===== src/rtl/div_unit.sv =====
// Restoring 8-bit divider: one quotient bit per clock, signed or unsigned, START/DONE handshake.
// Capture edge, WIDTH CALC edges, then one FIX edge. Divide-by-zero completes on the edge after capture.
module div_unit #(
  parameter int WIDTH = 8
) (
  input  logic             i_clk,
  input  logic             i_rst_n,
  input  logic             i_start,
  input  logic             i_signed_op,
  input  logic [WIDTH-1:0] i_data1,
  input  logic [WIDTH-1:0] i_data2,
  output logic [WIDTH-1:0] o_quotient,
  output logic [WIDTH-1:0] o_remainder,
  output logic             o_busy,
  output logic             o_done,
  output logic             o_div_zero
);

  localparam int CW = (WIDTH > 1) ? $clog2(WIDTH) : 1;

  typedef enum logic [1:0] {
    IDLE = 2'd0,
    CALC = 2'd1,
    FIX  = 2'd2
  } state_t;

  state_t           r_state;
  state_t           w_next;

  logic [WIDTH-1:0] r_dvd;
  logic [WIDTH-1:0] r_dvs;
  logic [WIDTH-1:0] r_prem;
  logic [CW-1:0]    r_cnt;
  logic             r_qsign;
  logic             r_rsign;
  logic             r_dz_pend;

  logic [WIDTH-1:0] r_quotient;
  logic [WIDTH-1:0] r_remainder;
  logic             r_busy;
  logic             r_done;
  logic             r_div_zero;

  logic             w_zero;
  logic             w_neg1;
  logic             w_neg2;
  logic [WIDTH-1:0] w_abs1;
  logic [WIDTH-1:0] w_abs2;
  logic             w_last;
  logic [WIDTH:0]   w_shift;
  logic [WIDTH:0]   w_trial;

  assign w_zero = (i_data2 == '0);
  assign w_neg1 = i_signed_op & i_data1[WIDTH-1];
  assign w_neg2 = i_signed_op & i_data2[WIDTH-1];
  assign w_abs1 = w_neg1 ? -i_data1 : i_data1;
  assign w_abs2 = w_neg2 ? -i_data2 : i_data2;
  assign w_last = (r_cnt == CW'(WIDTH - 1));

  // Kept partial remainders are always below the divisor, so only the shifted value needs the extra bit.
  assign w_shift = {r_prem, r_dvd[WIDTH-1]};
  assign w_trial = w_shift - {1'b0, r_dvs};

  always_ff @(posedge i_clk or negedge i_rst_n) begin
    if (!i_rst_n) begin
      r_state <= IDLE;
    end else begin
      r_state <= w_next;
    end
  end

  always_comb begin
    w_next = r_state;
    case (r_state)
      IDLE:    if (i_start) w_next = w_zero ? FIX : CALC;
      CALC:    if (w_last) w_next = FIX;
      FIX:     w_next = IDLE;
      default: w_next = IDLE;
    endcase
  end

  always_ff @(posedge i_clk or negedge i_rst_n) begin
    if (!i_rst_n) begin
      r_dvd       <= '0;
      r_dvs       <= '0;
      r_prem      <= '0;
      r_cnt       <= '0;
      r_qsign     <= 1'b0;
      r_rsign     <= 1'b0;
      r_dz_pend   <= 1'b0;
      r_quotient  <= '0;
      r_remainder <= '0;
      r_busy      <= 1'b0;
      r_done      <= 1'b0;
      r_div_zero  <= 1'b0;
    end else begin
      r_done <= 1'b0;
      case (r_state)
        IDLE: begin
          if (i_start) begin
            r_busy    <= 1'b1;
            r_cnt     <= '0;
            r_prem    <= '0;
            r_dz_pend <= w_zero;
            r_dvs     <= w_abs2;
            r_qsign   <= w_neg1 ^ w_neg2;
            r_rsign   <= w_neg1;
            // Divide-by-zero returns the raw dividend as remainder, so keep it unmodified.
            r_dvd     <= w_zero ? i_data1 : w_abs1;
          end
        end
        CALC: begin
          r_cnt  <= r_cnt + CW'(1);
          r_prem <= w_trial[WIDTH] ? w_shift[WIDTH-1:0] : w_trial[WIDTH-1:0];
          r_dvd  <= {r_dvd[WIDTH-2:0], ~w_trial[WIDTH]};
        end
        FIX: begin
          r_busy     <= 1'b0;
          r_done     <= 1'b1;
          r_div_zero <= r_dz_pend;
          if (r_dz_pend) begin
            r_quotient  <= '1;
            r_remainder <= r_dvd;
          end else begin
            r_quotient  <= r_qsign ? -r_dvd : r_dvd;
            r_remainder <= r_rsign ? -r_prem : r_prem;
          end
        end
        default: r_busy <= 1'b0;
      endcase
    end
  end

  assign o_quotient  = r_quotient;
  assign o_remainder = r_remainder;
  assign o_busy      = r_busy;
  assign o_done      = r_done;
  assign o_div_zero  = r_div_zero;

endmodule


===== config.mk =====
export PLATFORM = sky130hd
export DESIGN_NAME = div_unit
export DESIGN_NICKNAME = d
export VERILOG_FILES = /design/src/rtl/div_unit.sv
export SDC_FILE = /design/constraint.sdc
export NUM_CORES = 1
export LEC_CHECK = 0
export BUFFER_PORTS_ARGS = -buffer_cell sky130_fd_sc_hd__buf_4
export CAP_MARGIN = 5
export CORE_MARGIN = 2
export CORE_UTILIZATION = 30
export DETAILED_ROUTE_END_ITERATION = 10
export PLACE_DENSITY_LB_ADDON = 0.3
export SYNTH_ARGS = -nofsm -noshare
export SYNTH_HDL_FRONTEND = slang
export SYNTH_SLANG_ARGS = --single-unit

===== constraint.sdc =====
create_clock -name i_clk -period 5.6 [get_ports i_clk]
set_input_delay 0.28 -clock i_clk [delete_from_list [all_inputs] [get_ports i_clk]]
set_output_delay 0.28 -clock i_clk [all_outputs]
set_load 0.005 [all_outputs]

==> flow_summary.toml, run 1 <==
[route]
wl_um = 7040
viasPerCell = 4.98
drt_iter0_drc = 111
ant_nets = 0
vias = 2561
first_pass_iters = 4
drc = 0
routedWlPerCell_um = 13.7

[global_routing]
grt_overflow_total = 0
grt_pass1_vias = 2532
antenna_found_initial = 0
grt_pass1_wl_um = 12200
grt_max_degree = 52
grt_use_total = 0.132

[cells_and_area]
fin_nets = 412
fillCellCount = 1072
instances_no_fill = 514
drive_gt1_frac = 0.169
multi_input_area_um2 = 1730
syn2layout_area_growth_pct = 14.6
seq_area_um2 = 1280
diodes = 0
fin_util = 0.353

[synth]
netlist_area_um2 = 3180
ys_warn_count = 0
synth_edf_count = 0
ys_async_sr_fraction = 1.00
syn-instance-count = 347
syn_nets = 382
synth-seq-cells = 51
synth-seq-area-share = 0.401
yosys_most_used_dff = "dfrtp_1"
avgSynthCellArea_um2 = 9.16
synth.distinct_cells = 57

[sta]
maxSlewHeadroom = 0.468
hold-worst-slack_ps = -11.8
slew_viol_final = 0
finalHoldViolCount = 6
finalSetupViolCount = 0
period_minus_slack_ps = 2400
tns_ps = 0
worstMarginPinSlew_ps = 795
period_share = 0.429
fmax_mhz = 417
fin_skew_ps = 2.46
fin_ws_ps = 3200
rsz0062_at_grt = "false"

[clock_network]
htree_levels = 2
numCtsBuffers = 5
post-cts-setup-buffers = 0
cts.sink_count = 51
postCtsHoldBufs = 0
clk_latency_ps = 300
clk_pin_slew_ps = 90
cts_resized = 0
cts_root_buf = "clkbuf_8"
cts_tree = "yes"
clockBufferDepth = 2

[critical_path]
cp.arrival_ps = 2560
crit_type = "flop to flop"
startpoint_type = "flop"
critPathRequiredTime_ps = 5760
endpoint_kind = "flop"
path_max_fanout = 6

[floorplanning]
die_y_um = 107
core_um2 = 10300
die_w_um = 107
initial_core_util = 0.308
io_pins = 39
rows = 37
die_area_um2 = 11400

[power_and_ir_drop]
total_power_uw = 2080
ir_drop_mv = 0.155
p_leak_uw = 0.00160
power_density_nw_per_um2 = 570

[run]
maxCapViolCount = 0

[run_status]
status = "finished with violations"
violations = "hold timing"

[placed_design]
dp_hpwl_um = 5400
gp_congestion = 0.871
portBuffers = 38
dp.cells = 506
dp_slack_ps = 3260

[min_path]
hold_path_class = "input pin to async pin"
[cells in the mapped netlist (all sizes together) (2+ instances only)]
cell,instances,share of area
nand2b,4,0.0079
ha,14,0.055
xnor2,15,0.041
o22ai,2,0.0039
o311ai,4,0.011
a211oi,2,0.0047
clkbuf,9,0.011
nor3,3,0.0063
o41ai,4,0.016
o211ai,3,0.0071
nand3b,2,0.0047
a21oi,20,0.034
and3,2,0.0039
a22o,2,0.0055
buf,6,0.019
xor2,13,0.036
a22oi,6,0.014
nand4,8,0.016
and2,2,0.0039
mux2i,8,0.025
inv,21,0.025
or3,5,0.0098
o31ai,5,0.012
dfrtp,51,0.40
a31oi,2,0.0059
nor4,2,0.0039
nor2b,3,0.0059
and2b,2,0.0055
nand2,43,0.051
a21o,3,0.0075
o21ai,37,0.059
a21boi,2,0.0059
or2,3,0.0059
nand3,7,0.013
nor2,21,0.025
[path summary, 6_finish.rpt]
check	from	to	slack (ps)	cells past startpoint
max	r_dvd[7]	r_prem[1]	3200	9
min	i_rst_n	o_remainder[5]	-10	1
max reg2reg	r_dvd[7]	r_prem[1]	3200	9
min reg2reg	o_remainder[7]	o_remainder[7]	480	2
max in group asynchronous	i_rst_n	r_dvs[0]	5170	1
min in group i_clk	i_start	r_dvd[1]	210	2
[worst max-delay path, cell delays in order, from the launching register on]
cell,delay [ps]
dfrtp_1,400
inv_1,130
ha_1,190
inv_1,50
fa_1,410
a21oi_2,220
o211a_4,230
nor3_2,60
nor2_1,370
o221ai_1,200
[placed cells by master, fill, tap and decap left out, types with 3 or more instances in the layout]
master	count
dfrtp_1	51
nand2_1	43
buf_4	38
o21ai_0	29
inv_1	21
nor2_1	21
a21oi_1	18
xnor2_1	15
ha_1	14
xor2_1	13
mux2i_1	8
nand4_1	8
o21ai_1	7
clkbuf_8	7
a22oi_1	6
nand3_1	6
or3_1	5
o31ai_1	5
nand2b_1	4
o311ai_1	4
nor2b_1	3
o211ai_1	3
[metrics by stage]
| stage | cell area, um2 | hold WS, ps |
|---|---|---|
| after floorplan | 3180 | -15.6 |
| after global placement | 3540 | 356 |
| after detailed placement | 3540 | 358 |
| after CTS | 3640 | 26.4 |
| after global routing | 3640 | 40.8 |
| final | 3640 | -11.8 |
[layer usage]
metal  up-vias  track usage  wire [um]
li1       1293            -          -
met1      1211        0.187       3520
met2        55        0.211       3180
met3         2       0.0201        279
met4         0       0.0343         54
met5         -            0          0
[flip-flops by register name, indices dropped and copies added, names as in the netlist]
signal,cells
o_quotient,8
o_remainder,8
r_dvd,8
r_dvs,8
r_prem,8
r_cnt,3
r_state,2
o_busy,1
o_div_zero,1
o_done,1
r_dz_pend,1
r_qsign,1
r_rsign,1
[report_power, final]
| part | leakage, uW | internal (uW) | switching, uW |
|---|---|---|---|
| clock network | 0.0000505 | 113 | 123 |
| logic | 0.000905 | 520 | 613 |
| registers | 0.000649 | 525 | 182 |
| total | 0.00160 | 1160 | 919 |
[cells by family after synthesis]
kind of cell    share of synthesized area
simple gates                        0.169
fa+ha+maj                          0.0614
flops                               0.401
mux                                0.0287
compound gates                      0.206
xor+xnor                           0.0771
buf+inv                            0.0559
[area by class of cell]
class | count | share of cell area
well taps | 136 | 0.0467
flip-flops and latches | 51 | 0.350
multi-input cells | 259 | 0.474
inverters | 22 | 0.0227
repair buffers | 38 | 0.0783
clock inverters | 1 | 0.00206
clock buffers | 7 | 0.0264
Power figures use the tool's default switching activity.
==> run 2: changes to the inputs <==
--- a/config.mk
+++ b/config.mk
@@ -5,6 +5,7 @@
 export SDC_FILE = /design/constraint.sdc
 export NUM_CORES = 1
 export LEC_CHECK = 0
+export ABC_AREA = 1
 export BUFFER_PORTS_ARGS = -buffer_cell sky130_fd_sc_hd__buf_4
 export CAP_MARGIN = 5
 export CORE_MARGIN = 2
==> constraint.sdc (replaced) <==
create_clock -name i_clk -period 2.1 [get_ports i_clk]
set_input_delay 0.105 -clock i_clk [delete_from_list [all_inputs] [get_ports i_clk]]
set_output_delay 0.105 -clock i_clk [all_outputs]
set_load 0.005 [all_outputs]
==> run 2 against run 1 <==
The run now ends clean. Combinational power rose to 3.2 times the previous value. Routed wire length grew 13%. Synthesized area is 2.2% higher. Design area up 4.5%. Register-to-register slack lost 3000 ps. Non-clock buffer count is 7 higher. Maximum frequency rose by 23%. Synthesized cell count is 27% higher. Global-route usage rose by 1.6 points. Via count up 13%. Cell count is 20% higher. Highest routed layer unchanged.
==> flow_summary.toml, run 2 <==
[run_status]
status = "completed"

[global_routing]
grt_pass1_wl_um = 13900
antenna_found_initial = 0
grt_pass1_vias = 2889
grt_max_degree = 52
grt_overflow_total = 0
grt_use_total = 0.148

[cells_and_area]
drive_gt1_frac = 0.137
multi_input_area_um2 = 1660
diodes = 0
final_common_cell = "nand2_1"
instances_no_fill = 619
fillCellCount = 1114
fin_util = 0.366
fin_nets = 518
most-common-layout-cells = "124 x nand2_1, 65 x inv_1, 51 x dfrtp_1"
seq_area_um2 = 1280
syn2layout_area_growth_pct = 17.2

[synth]
ys_async_sr_fraction = 1.00
synth_top_area_share = 0.393
synth_top_area_cell = "dfrtp_1"
avgSynthCellArea_um2 = 7.37
muxShareOfSynthArea = 0
synth_top_family_by_area = "simple AND/OR/NAND/NOR gates"
synthSimpleGateAreaFrac = 0.290
synth_edf_count = 0
synthTopCellsByArea = "dfrtp_1 39%, nand2_1 14%, inv_1 7.5%"
synth.distinct_cells = 34
syn_nets = 476
yosys_most_used_dff = "dfrtp_1"
synth_most_common_cell = "nand2_1"
syn-instance-count = 441
synth-seq-area-share = 0.393
synth-seq-cells = 51
synth.cells.most_frequent = "124 x nand2_1, 65 x inv_1, 51 x dfrtp_1, 42 x nand3_1, 33 x o21ai_0"
synth_xor_xnor_area_share = 0.0350
netlist_area_um2 = 3250
synth_compound_area_frac = 0.127
synthAdderAreaFrac = 0.0601
ys_warn_count = 0

[route]
drc = 0
ant_nets = 0
first_pass_iters = 4
viasPerCell = 4.68
drt_iter0_drc = 138
wl_um = 7980
vias = 2896
routedWlPerCell_um = 12.9

[clock_network]
clk_pin_slew_ps = 90
cts_resized = 0
htree_levels = 2
post-cts-setup-buffers = 0
cts_root_buf = "clkbuf_8"
clk_latency_ps = 300
cts.sink_count = 51
clockBufferDepth = 2
cts_tree = "yes"
numCtsBuffers = 5

[critical_path]
slowest_stage = "fa_1"
reg2regPathDepth = 12
cp.arrival_ps = 2140
critPathRequiredTime_ps = 2300
startpoint = "r_dvd[7]"
ff2ff_setup_slack_ps = 150
path_max_fanout = 9
startpoint_type = "flop"
endpoint_kind = "flop"
critPathTopFamily = "simple AND/OR/NAND/NOR gates"
worst-path-buf-inv = 2
worst-path-stages = 12
worstPathCellList = "inv_1 -> ha_1 -> inv_1 -> fa_1 -> nand3_2 -> nand3_2 -> nand2_2 -> nand3_4 -> nand2_4 -> nand2_1 -> nand3_1 -> nand2_1"
max_stage_delay_ps = 420
r2r-start = "r_dvd[7]"
crit_type = "flop to flop"

[sta]
period_minus_slack_ps = 1950
maxSlewHeadroom = 0.563
finalSetupViolCount = 0
period_share = 0.926
worstMarginPinSlew_ps = 655
fin_skew_ps = 4.41
finalHoldViolCount = 0
tns_ps = 0
rsz0062_at_grt = "false"
fmax_mhz = 514
slew_viol_final = 0

[floorplanning]
core_um2 = 10400
die_area_um2 = 11700
die_w_um = 108
rows = 37
initial_core_util = 0.312
die_y_um = 108
io_pins = 39

[min_path]
whs_path_depth = 3
min_from = "i_data1[7]"
hold_path_class = "input pin to flop"

[placed_design]
dp.cells = 611
dp_hpwl_um = 6270
portBuffers = 38
gp_congestion = 0.850

[power_and_ir_drop]
power_density_nw_per_um2 = 1600
p_leak_uw = 0.00199
ir_drop_mv = 0.455

[run]
maxCapViolCount = 0
## run 2: changes by cell type after synthesis, moves of 6 or more
cell      previous run  this run
nor2_1              21        30
clkbuf_1             9         1
nand3_1              6        42
inv_1               21        65
xnor2_1             15         3
mux2i_1              8         0
a21oi_1             18        11
nand2_1             43       124
o21ai_1              7         1
nand2_2              0         7
buf_2                1         7
## run 2: final cells by class
cell class	count	share of cell area
clock buffers	6	0.0191
repair buffers	45	0.0894
multi-input cells	312	0.437
flip-flops and latches	51	0.335
clock inverters	1	0.00788
well taps	136	0.0447
inverters	68	0.0670
## run 2: power by group
part	total, uW	leakage (uW)	internal, uW	switching, uW
logic	3610	0.00132	1450	2160
registers	1830	0.000625	1440	386
clock network	669	0.0000513	350	320
total	6110	0.00199	3240	2870
## run 2: metrics by stage
step | setup slack, ps | hold slack (ps) | cell area (um2) | total power, uW
floorplan | 266 | -191 | 3250 | 4390
global placement | 201 | 182 | 3700 | 5390
detailed placement | 130 | 185 | 3700 | 5460
CTS | 122 | 103 | 3810 | 6130
global route | 2.53 | 111 | 3810 | 6800
finish | 155 | 108 | 3810 | 6110
## run 2: tightest hold or removal path: cells and delay by family
family,cells,cell delay [ps]
and+or+nand+nor,1,100
buffers and inverters,1,90
AOI/OAI and AO/OA,1,80
## run 2: layer usage
layer	share of wire	wire length (um)	track usage
met1	0.51	4040	0.211
met2	0.43	3450	0.233
met3	0.039	312	0.0181
met4	0.022	176	0.0485
met5	0	0	0
## run 2: worst paths after layout
path	endpoint
min	r_dvd[7]
max in group asynchronous	r_dvs[4]
min reg2reg	o_div_zero
max	r_prem[5]
min in group asynchronous	o_done
max reg2reg	r_prem[5]
## run 2: logic make-up after synthesis
kind of cell,count (synthesis)
AND/OR/NAND/NOR,216
buffers and inverters,78
AO/OA/AOI/OAI,68
flip-flops,51
adder cells (fa/ha/maj),15
XOR/XNOR,13
## run 2: timing repair
item                       4_1_cts  5_1_grt
hold buffers                     1        0
hold endpoints to repair        51        0
setup endpoints to repair        0        2
==> run 3: changes to the inputs <==
--- a/config.mk
+++ b/config.mk
@@ -5,7 +5,6 @@
 export SDC_FILE = /design/constraint.sdc
 export NUM_CORES = 1
 export LEC_CHECK = 0
-export ABC_AREA = 1
 export BUFFER_PORTS_ARGS = -buffer_cell sky130_fd_sc_hd__buf_4
 export CAP_MARGIN = 5
 export CORE_MARGIN = 2
==> run 3 against run 2 <==
Worst setup slack lost 68 ps. Power shrank 0.81%. Global-route usage down 1.2 points. Non-clock buffer count is 13 higher. Maximum frequency is 3.4% lower. Utilization rose by 0.74 points. Combinational power hardly changed. Via count down 9.3%. Critical path depth is 3 lower.
==> flow_summary.toml, run 3 (same netlist as run 1, synthesis figures left out) <==
[sta]
period_minus_slack_ps = 2010
maxSlewHeadroom = 0.572
hold-worst-slack_ps = 30.1
worstMarginPinSlew_ps = 643
fin_skew_ps = 13.4
slew_viol_final = 0
period_share = 0.959
fin_ws_ps = 86.4
finalSetupViolCount = 0
finalHoldViolCount = 0
fmax_mhz = 497
rsz0062_at_grt = "true"

[placed_design]
dp_hpwl_um = 5490
dp_slack_ps = -25.4
gp_congestion = 0.818
dp.cells = 522
portBuffers = 38
placedInstanceArea_um2 = 3660

[critical_path]
worstPathCellList = "inv_2 -> ha_4 -> inv_2 -> fa_2 -> a21oi_4 -> o211ai_1 -> a21boi_2 -> o21ai_1 -> a32o_1"
startpoint_type = "flop"
r2r-start = "r_dvd[7]"
startpoint = "r_dvd[7]"
crit_type = "flop to flop"
worst-path-buf-inv = 2
slowest_stage = "dfrtp_1"
critPathRequiredTime_ps = 2320
max_stage_delay_ps = 400
crit_top_cell = "inv_2"
endpoint_kind = "flop"
critPathTopFamily = "compound AO/OA/AOI/OAI gates"
path_max_fanout = 4
cp.arrival_ps = 2230

[cells_and_area]
final_common_cell = "buf_4"
drive_gt1_frac = 0.231
syn2layout_area_growth_pct = 21.1
fin_nets = 432
most-common-layout-cells = "57 x buf_4, 51 x dfrtp_1, 43 x nand2_1"
instances_no_fill = 534
final_area_um2 = 3850
diodes = 0

[clock_network]
clockBufferDepth = 2
numCtsBuffers = 5
clk_pin_slew_ps = 110
cts_tree = "yes"
clk_latency_ps = 320
htree_levels = 2
cts.sink_count = 51
cts_root_buf = "clkbuf_8"

[floorplanning]
io_pins = 39
die_area_um2 = 11400
die_y_um = 107
initial_core_util = 0.308
rows = 37
die_w_um = 107
core_um2 = 10300

[power_and_ir_drop]
power_density_nw_per_um2 = 1570
p_leak_uw = 0.00171
ir_drop_mv = 0.460

[route]
first_pass_iters = 4
drc = 0
wl_um = 7170
vias = 2627
drt_iter0_drc = 108
routedWlPerCell_um = 13.4
ant_nets = 0
viasPerCell = 4.92

[global_routing]
grt_pass1_wl_um = 12500
grt_max_degree = 52
grt_pass1_vias = 2544
antenna_found_initial = 0
grt_overflow_total = 0
grt_use_total = 0.136

[min_path]
hold_path_class = "input pin to flop"
min_from = "i_start"

[run]
maxCapViolCount = 0

[run_status]
status = "completed"
## run 3: path summary, 6_finish.rpt
path / endpoint / slack, ps / cells after the start
setup / recovery: r_prem[2] / 90 / 9
hold / removal: r_dvd[1] / 30 / 2
setup reg to reg: r_prem[2] / 90 / 9
hold reg to reg: o_div_zero / 490 / 2
max in group asynchronous: r_cnt[1] / 1330 / 2
min in group asynchronous: o_div_zero / 340 / 2
## run 3: per-layer routing
metal	track usage	routed length [um]	share of wire
met5	0	0	0
met4	0.0399	102	0.014
met3	0.0207	250	0.035
met2	0.212	3210	0.45
met1	0.194	3610	0.50
## run 3: where the power goes
| group | internal (uW) | switching (uW) | total (uW) |
|---|---|---|---|
| clock | 248 | 378 | 626 |
| combinational | 1740 | 1870 | 3610 |
| sequential | 1400 | 426 | 1830 |
| total | 3390 | 2670 | 6060 |
## run 3: per-stage QoR
stage,setup TNS [ps],power [uW],utilization
floorplan,0,4200,-
global placement,-19.8,5140,0.355
detailed placement,-65.5,5200,0.355
CTS,0,5950,0.368
global route,-117,6670,0.373
finish,0,6060,0.373
## run 3: repair_timing
item                                   in CTS  in global routing
pin swaps                                   1                 15
endpoints found under the hold margin      51                  0
gates resized for setup                     5                  8
setup endpoints to repair                   5                  9
hold buffers                                1                  0
gates cloned                                0                  0
buffers inserted                            0                  3
## run 3: cell type report
| cell class | count | area [um2] |
|---|---|---|
| fill | 1053 | 6470 |
| multi-input combinational | 259 | 1790 |
| sequential | 51 | 1280 |
| timing repair buffer | 58 | 438 |
| tap | 136 | 170 |
| inverter | 22 | 82.6 |
| clock buffer | 5 | 68.8 |
| clock inverter | 3 | 28.8 |
